[src/rtl/pps_if.sv]
// pps_if: signal bundle between a PPS generator and the logic that drives and consumes it.
//
// There is no valid/ready backpressure on this bundle, and none is needed.
//   - `align` is a single-cycle request that the generator always accepts.
//   - `pps_stb` acts as the "valid" for `pps_seq` and `timer_cnt_out`:
//     both are fresh while it is high and simply hold afterwards.
//
// Modports:
//   master : drives en, align, period, width, timer_cnt_in; observes the outputs.
//   slave  : the generator itself.
//
// `dbg_state` exposes the generator FSM: 0 = IDLE, 1 = RUN.
interface pps_if #(
  parameter int TIMER_W = 94,
  parameter int CNT_W   = 32
);
  logic               en;
  logic               align;
  logic [CNT_W-1:0]   period;
  logic [CNT_W-1:0]   width;
  logic [TIMER_W-1:0] timer_cnt_in;
  logic               pps;
  logic               pps_stb;
  logic [CNT_W-1:0]   pps_seq;
  logic [TIMER_W-1:0] timer_cnt_out;
  logic               dbg_state;

  modport master (
    output en, align, period, width, timer_cnt_in,
    input  pps, pps_stb, pps_seq, timer_cnt_out, dbg_state
  );

  modport slave (
    input  en, align, period, width, timer_cnt_in,
    output pps, pps_stb, pps_seq, timer_cnt_out, dbg_state
  );
endinterface

[src/rtl/pps_gen.sv]
// pps_gen: programmable pulse-per-second generator, the transmit end of the PPS timestamp path.
//
// Emits a registered periodic `pps` pulse with a programmable period and high width.
// On every pulse start it latches the timer value and a sequence number, so a
// loop-back capture path can compare what it saw against what was sent.
//
// Ports:
//   clk  : system clock; all logic runs on the rising edge.
//   rst  : synchronous, active-high reset.
//   bus  : pps_if.slave, which carries:
//            inputs  en, align, period, width, timer_cnt_in
//            outputs pps, pps_stb, pps_seq, timer_cnt_out, dbg_state
module pps_gen #(
  parameter int TIMER_W = 94,
  parameter int CNT_W   = 32
) (
  input  logic clk,
  input  logic rst,
  pps_if.slave bus
);

  localparam logic [CNT_W-1:0] ONE   = CNT_W'(1);
  localparam logic [CNT_W-1:0] P_MIN = CNT_W'(2);

  typedef enum logic {
    ST_IDLE = 1'b0,
    ST_RUN  = 1'b1
  } state_t;

  state_t state_q, state_d;

  logic [CNT_W-1:0]   phase_q, phase_d;
  logic [CNT_W-1:0]   per_q, per_d;   // shadow period, changes only at a pulse start
  logic [CNT_W-1:0]   wid_q, wid_d;   // shadow width, changes only at a pulse start
  logic [CNT_W-1:0]   seq_q, seq_d;
  logic [TIMER_W-1:0] ts_q, ts_d;
  logic               pps_q, pps_d;
  logic               stb_q, stb_d;

  logic [CNT_W-1:0]   eff_p;
  logic [CNT_W-1:0]   eff_w;
  logic [CNT_W-1:0]   phase_inc;
  logic               pulse_start;

  // Clamp the programmed values.
  // These are only consumed when the shadows load, so the clamp sees the inputs
  // exactly at the period boundary. A period below 2 or a width at/above the
  // period would leave no low cycle, which the downstream edge detector needs.
  always_comb begin
    eff_p = (bus.period < P_MIN) ? P_MIN : bus.period;
    if (bus.width == '0) begin
      eff_w = ONE;
    end else if (bus.width >= eff_p) begin
      eff_w = eff_p - ONE;
    end else begin
      eff_w = bus.width;
    end
  end

  assign phase_inc = phase_q + ONE;

  // Three sources of a pulse start: leaving IDLE, an align strobe, or a natural wrap.
  // An align that coincides with a wrap is still a single start.
  // The en term makes a falling en win over align.
  assign pulse_start = bus.en &&
                       ((state_q == ST_IDLE) || bus.align || (phase_q == per_q - ONE));

  // State register
  always_ff @(posedge clk) begin
    if (rst) begin
      state_q <= ST_IDLE;
    end else begin
      state_q <= state_d;
    end
  end

  // Next-state logic: en is a plain level run enable.
  always_comb begin
    state_d = bus.en ? ST_RUN : ST_IDLE;
  end

  // Output / datapath next values
  always_comb begin
    phase_d = phase_q;
    per_d   = per_q;
    wid_d   = wid_q;
    seq_d   = seq_q;
    ts_d    = ts_q;
    pps_d   = 1'b0;
    stb_d   = 1'b0;
    if (!bus.en) begin
      // Disabled: truncate any pulse in progress, but keep seq and timestamp.
      phase_d = '0;
    end else if (pulse_start) begin
      phase_d = '0;
      per_d   = eff_p;
      wid_d   = eff_w;
      pps_d   = 1'b1;  // eff_w >= 1, so phase 0 is always high
      stb_d   = 1'b1;
      ts_d    = bus.timer_cnt_in;
      seq_d   = (state_q == ST_IDLE) ? '0 : seq_q + ONE;
    end else begin
      phase_d = phase_inc;
      pps_d   = (phase_inc < wid_q);
    end
  end

  always_ff @(posedge clk) begin
    if (rst) begin
      phase_q <= '0;
      per_q   <= P_MIN;
      wid_q   <= ONE;
      seq_q   <= '0;
      ts_q    <= '0;
      pps_q   <= 1'b0;
      stb_q   <= 1'b0;
    end else begin
      phase_q <= phase_d;
      per_q   <= per_d;
      wid_q   <= wid_d;
      seq_q   <= seq_d;
      ts_q    <= ts_d;
      pps_q   <= pps_d;
      stb_q   <= stb_d;
    end
  end

  assign bus.pps           = pps_q;
  assign bus.pps_stb       = stb_q;
  assign bus.pps_seq       = seq_q;
  assign bus.timer_cnt_out = ts_q;
  assign bus.dbg_state     = (state_q == ST_RUN);

endmodule

[src/flat_wrapper.sv]
// flat-port wrapper written by rule: the top's interface ports become plain ports
module pps_gen_flat 
#(
  parameter int TIMER_W = 94,
  parameter int CNT_W   = 32
)
  (clk, rst, bus_en, bus_align, bus_period, bus_width, bus_timer_cnt_in, bus_pps, bus_pps_stb, bus_pps_seq, bus_timer_cnt_out, bus_dbg_state);
  pps_if #(.TIMER_W(TIMER_W), .CNT_W(CNT_W)) bus_i ();
  input  logic clk;
  input  logic rst;
  input wire logic [$bits(bus_i.en)-1:0] bus_en;
  input wire logic [$bits(bus_i.align)-1:0] bus_align;
  input wire logic [$bits(bus_i.period)-1:0] bus_period;
  input wire logic [$bits(bus_i.width)-1:0] bus_width;
  input wire logic [$bits(bus_i.timer_cnt_in)-1:0] bus_timer_cnt_in;
  output wire logic [$bits(bus_i.pps)-1:0] bus_pps;
  output wire logic [$bits(bus_i.pps_stb)-1:0] bus_pps_stb;
  output wire logic [$bits(bus_i.pps_seq)-1:0] bus_pps_seq;
  output wire logic [$bits(bus_i.timer_cnt_out)-1:0] bus_timer_cnt_out;
  output wire logic [$bits(bus_i.dbg_state)-1:0] bus_dbg_state;
  assign bus_i.en = bus_en;
  assign bus_i.align = bus_align;
  assign bus_i.period = bus_period;
  assign bus_i.width = bus_width;
  assign bus_i.timer_cnt_in = bus_timer_cnt_in;
  assign bus_pps = bus_i.pps;
  assign bus_pps_stb = bus_i.pps_stb;
  assign bus_pps_seq = bus_i.pps_seq;
  assign bus_timer_cnt_out = bus_i.timer_cnt_out;
  assign bus_dbg_state = bus_i.dbg_state;
  pps_gen #(.TIMER_W(TIMER_W), .CNT_W(CNT_W)) u_core (.clk(clk), .rst(rst), .bus(bus_i));
endmodule
[config.mk]
export PLATFORM = sky130hd
export DESIGN_NAME = pps_gen_flat
export DESIGN_NICKNAME = d
export VERILOG_FILES = /design/src/rtl/pps_if.sv /design/src/rtl/pps_gen.sv /design/src/flat_wrapper.sv
export SDC_FILE = /design/constraint.sdc
export NUM_CORES = 1
export LEC_CHECK = 0
export CAP_MARGIN = 10
export CELL_PAD_IN_SITES_DETAIL_PLACEMENT = 1
export CELL_PAD_IN_SITES_GLOBAL_PLACEMENT = 2
export CORE_ASPECT_RATIO = 0.9
export CORE_MARGIN = 2
export CORE_UTILIZATION = 29
export DETAILED_ROUTE_END_ITERATION = 10
export HOLD_SLACK_MARGIN = 0.08
export PLACE_DENSITY = 0.85
export SYNTH_ARGS = -nofsm -noshare
export SYNTH_HDL_FRONTEND = slang
export SYNTH_SLANG_ARGS = --single-unit
[constraint.sdc]
create_clock -name clk -period 6.1 [get_ports clk]
set_input_delay 1.22 -clock clk [delete_from_list [all_inputs] [get_ports clk]]
set_output_delay 1.22 -clock clk [all_outputs]
set_load 0.02 [all_outputs]
==> impl_metrics.ini <==
[power_and_ir_drop]
p_leak_nw = 6.30
power.total_mw = 4.13
p_per_area_nw_per_um2 = 240
ir_drop_uv = 186

[placed_design]
dp_hpwl_mm = 38.5
portBuffers = 290
place_congestion = 0.904
post-place-cells = 2328

[logic_synthesis]
yosysMostFrequentCell = dfxtp_1
syn_nets = 1807
yosys_most_used_dff = dfxtp_1
synthTopCellsByArea = dfxtp_1 (35%), a21oi_1 (6.7%), ha_1 (6.6%)
yosys_warnings = 0
synth_area_um2 = 12800
synth.avg_cell_area_um2 = 8.09
syn_inst = 1578
ys_types = 62
ys_ff_latch = 225
yosysTopAreaCellShare_pct = 35.3
synth_top_cell_by_area = dfxtp_1
synth_edf_count = 0
synth_common_cells = dfxtp_1 (225), a21oi_1 (171), nand3_1 (160), o21ai_0 (145), clkbuf_1 (102)
yosysSeqAreaShare_pct = 35.3
synthArstFlopShare_pct = 0

[critical_path]
crit_required_ns = 6.61
crit_fanout = 78
crit_slowest_cell = nor4b_1
arrival_ns = 5.77
critPathLaunchType = register
slowest_delay_ns = 1.07
endpoint_kind = register
crit_type = reg -> reg
crit_chain = inv_1, ha_1, nor3b_2, nand2_1, nor4b_1, mux2_2, a31oi_1, o22ai_1, o31a_2, buf_12, buf_4, o21ai_0, a21oi_1

[grt]
grt_usage_pct = 22.7
grt_max_degree = 127
grt_pass1_wl_mm = 81.7
grt_pass1_vias = 13539
gr-total-overflow = 0
grt_most_used_layer = met2
use_met3_pct = 5.77
grt_util_met2_pct = 36.7
grt_util_met1_pct = 30.4
grt_antenna_before_repair = 3

[floorplanning]
dieArea_um2 = 45700
initial_core_util_pct = 29.5
core_um2 = 43200
die_x_um = 225
ios = 291
core.rowCount = 72
die_y_um = 203

[cts]
postCtsResizedCells = 0
clkSinkCount = 225
root_buffer = clkbuf_16
htree_levels = 1
worstSkewPairLatency_ns = 0.58
cts_tree = done
clk_pin_slew_worst_paths_ns = 0.06
cts_inserted_buffers = 28
cts_buffer_depth = 3
postCtsHoldBufs = 0
post_cts_buffers = 0

[drt]
drc_errors = 0
ant_nets = 0
vias = 13167
viasPerCell = 5.53
first_pass_iters = 5
drt_iter0_drc = 814
routed_wl_mm = 52.6
avgRoutedWirePerCell_um = 22.1

[sta]
final_max_slew_viol_count = 0
totalNegativeSetupSlack_ns = 0
max_slew_margin_pct = 19.9
period_needed_ns = 5.26
skew_ns = 0.0250
finalCritPeriodShare_pct = 86.2
worst_pin_slew_ns = 1.19
finalHoldViolations = 0
rsz0062_at_grt = no
max_freq_mhz = 190
setup_violations = 0

[outcome]
outcome = complete, no violations

[finish]
final_cell_count_no_fill = 2380
diodes = 0
layout-drive-gt1-share_pct = 6.79
nets = 2032
final.fill_count = 5054
area_growth_pct = 34.4

[hold_path]
hp-class = reg -> reg

[flow_run]
cap_violations = 0
## registers in the layout, summed over array words and instances (netlist names)
signal and cells:
u_core.bus.pps 1, u_core.wid_q 32, u_core.bus.timer_cnt_out 94, u_core.bus.pps_seq 32
u_core.bus.pps_stb 1, u_core.per_q 32, u_core.bus.dbg_state 1, u_core.phase_q 32
## metrics by stage
stage | util [%] | cell area, um2 | hold slack [ns] | worst slack [ns]
2_1_floorplan | - | 12800 | 0.448 | 0.915
3_3_place_gp | 37.4 | 16200 | 0.459 | 0.504
3_5_place_dp | 37.4 | 16200 | 0.469 | 0.373
4_1_cts | 39.7 | 17200 | 0.479 | 0.943
5_1_grt | 39.7 | 17200 | 0.505 | 0.460
6_report | 39.7 | 17200 | 0.476 | 0.839
## layout make-up
class	count	area (um2)	share of cell area, %
Multi-Input combinational cell	1144	7480	43.5
Clock buffer	36	791	4.61
Tap cell	555	694	4.04
Timing Repair Buffer	318	3160	18.4
Sequential cell	225	4500	26.2
Clock inverter	16	219	1.28
Inverter	86	325	1.89
## metal layers
metal	share of wire, %	wire (um)
met1	46	24100
met5	0.046	24
met2	46	24000
met3	6.4	3370
met4	1.9	999
## logic make-up (layout without fill, tap and decap cells)
logic type               after synthesis  in the layout  share of synthesized area, %
AO/OA/AOI/OAI                        449            449                          20.4
XOR/XNOR                              95             95                          6.51
adder cells (fa/ha/maj)               67             67                          6.56
buffers and inverters                209            456                          6.37
flip-flops                           225            225                          35.3
multiplexers                          36             36                          3.10
AND/OR/NAND/NOR                      497            497                          21.8
## placed cells by master, fill, tap and decap left out, drive strengths merged, types with 10 or more instances in the layout
master | synthesis | layout
buf | 20 | 30
and3 | 37 | 37
ha | 67 | 67
clkinv | 1 | 10
nor4 | 28 | 28
a21o | 17 | 17
nor3 | 29 | 29
o21ai | 145 | 145
clkbuf | 103 | 36
a21oi | 171 | 171
xor2 | 22 | 22
dfxtp | 225 | 225
nor2 | 48 | 48
xnor2 | 73 | 73
inv | 85 | 87
nand4 | 63 | 63
nand2 | 38 | 38
mux2 | 28 | 28
or4 | 37 | 37
nor2b | 12 | 12
o31ai | 58 | 58
nand3 | 160 | 160
clkdlybuf4s50 | 0 | 288
or3 | 10 | 10
## power by group
part / switching [mW] / internal [mW] / total [mW]
Clock: 0.733 / 1.09 / 1.82
Sequential: 0.0471 / 1.54 / 1.58
Combinational: 0.400 / 0.319 / 0.719
## path summary, 6_finish.rpt
| path | start | to | slack (ns) | cells past startpoint |
|---|---|---|---|---|
| setup reg to reg | u_core.per_q[0] | u_core.bus.timer_cnt_out[80] | 0.84 | 13 |
| hold reg to reg | u_core.bus.timer_cnt_out[73] | u_core.bus.timer_cnt_out[73] | 0.48 | 2 |
| hold / removal | u_core.bus.timer_cnt_out[73] | u_core.bus.timer_cnt_out[73] | 0.48 | 2 |
| setup / recovery | u_core.per_q[0] | u_core.bus.timer_cnt_out[80] | 0.84 | 13 |
## critical path, delay by kind of cell, from the launching register on
| kind | cells | cell delay [ns] |
|---|---|---|
| AND/OR/NAND/NOR | 3 | 1.89 |
| AO/OA/AOI/OAI | 5 | 1.31 |
| buffers and inverters | 3 | 0.86 |
| flip-flops | 1 | 0.41 |
| multiplexers | 1 | 0.32 |
| adder cells (fa/ha/maj) | 1 | 0.28 |
Power figures use the tool's default switching activity.
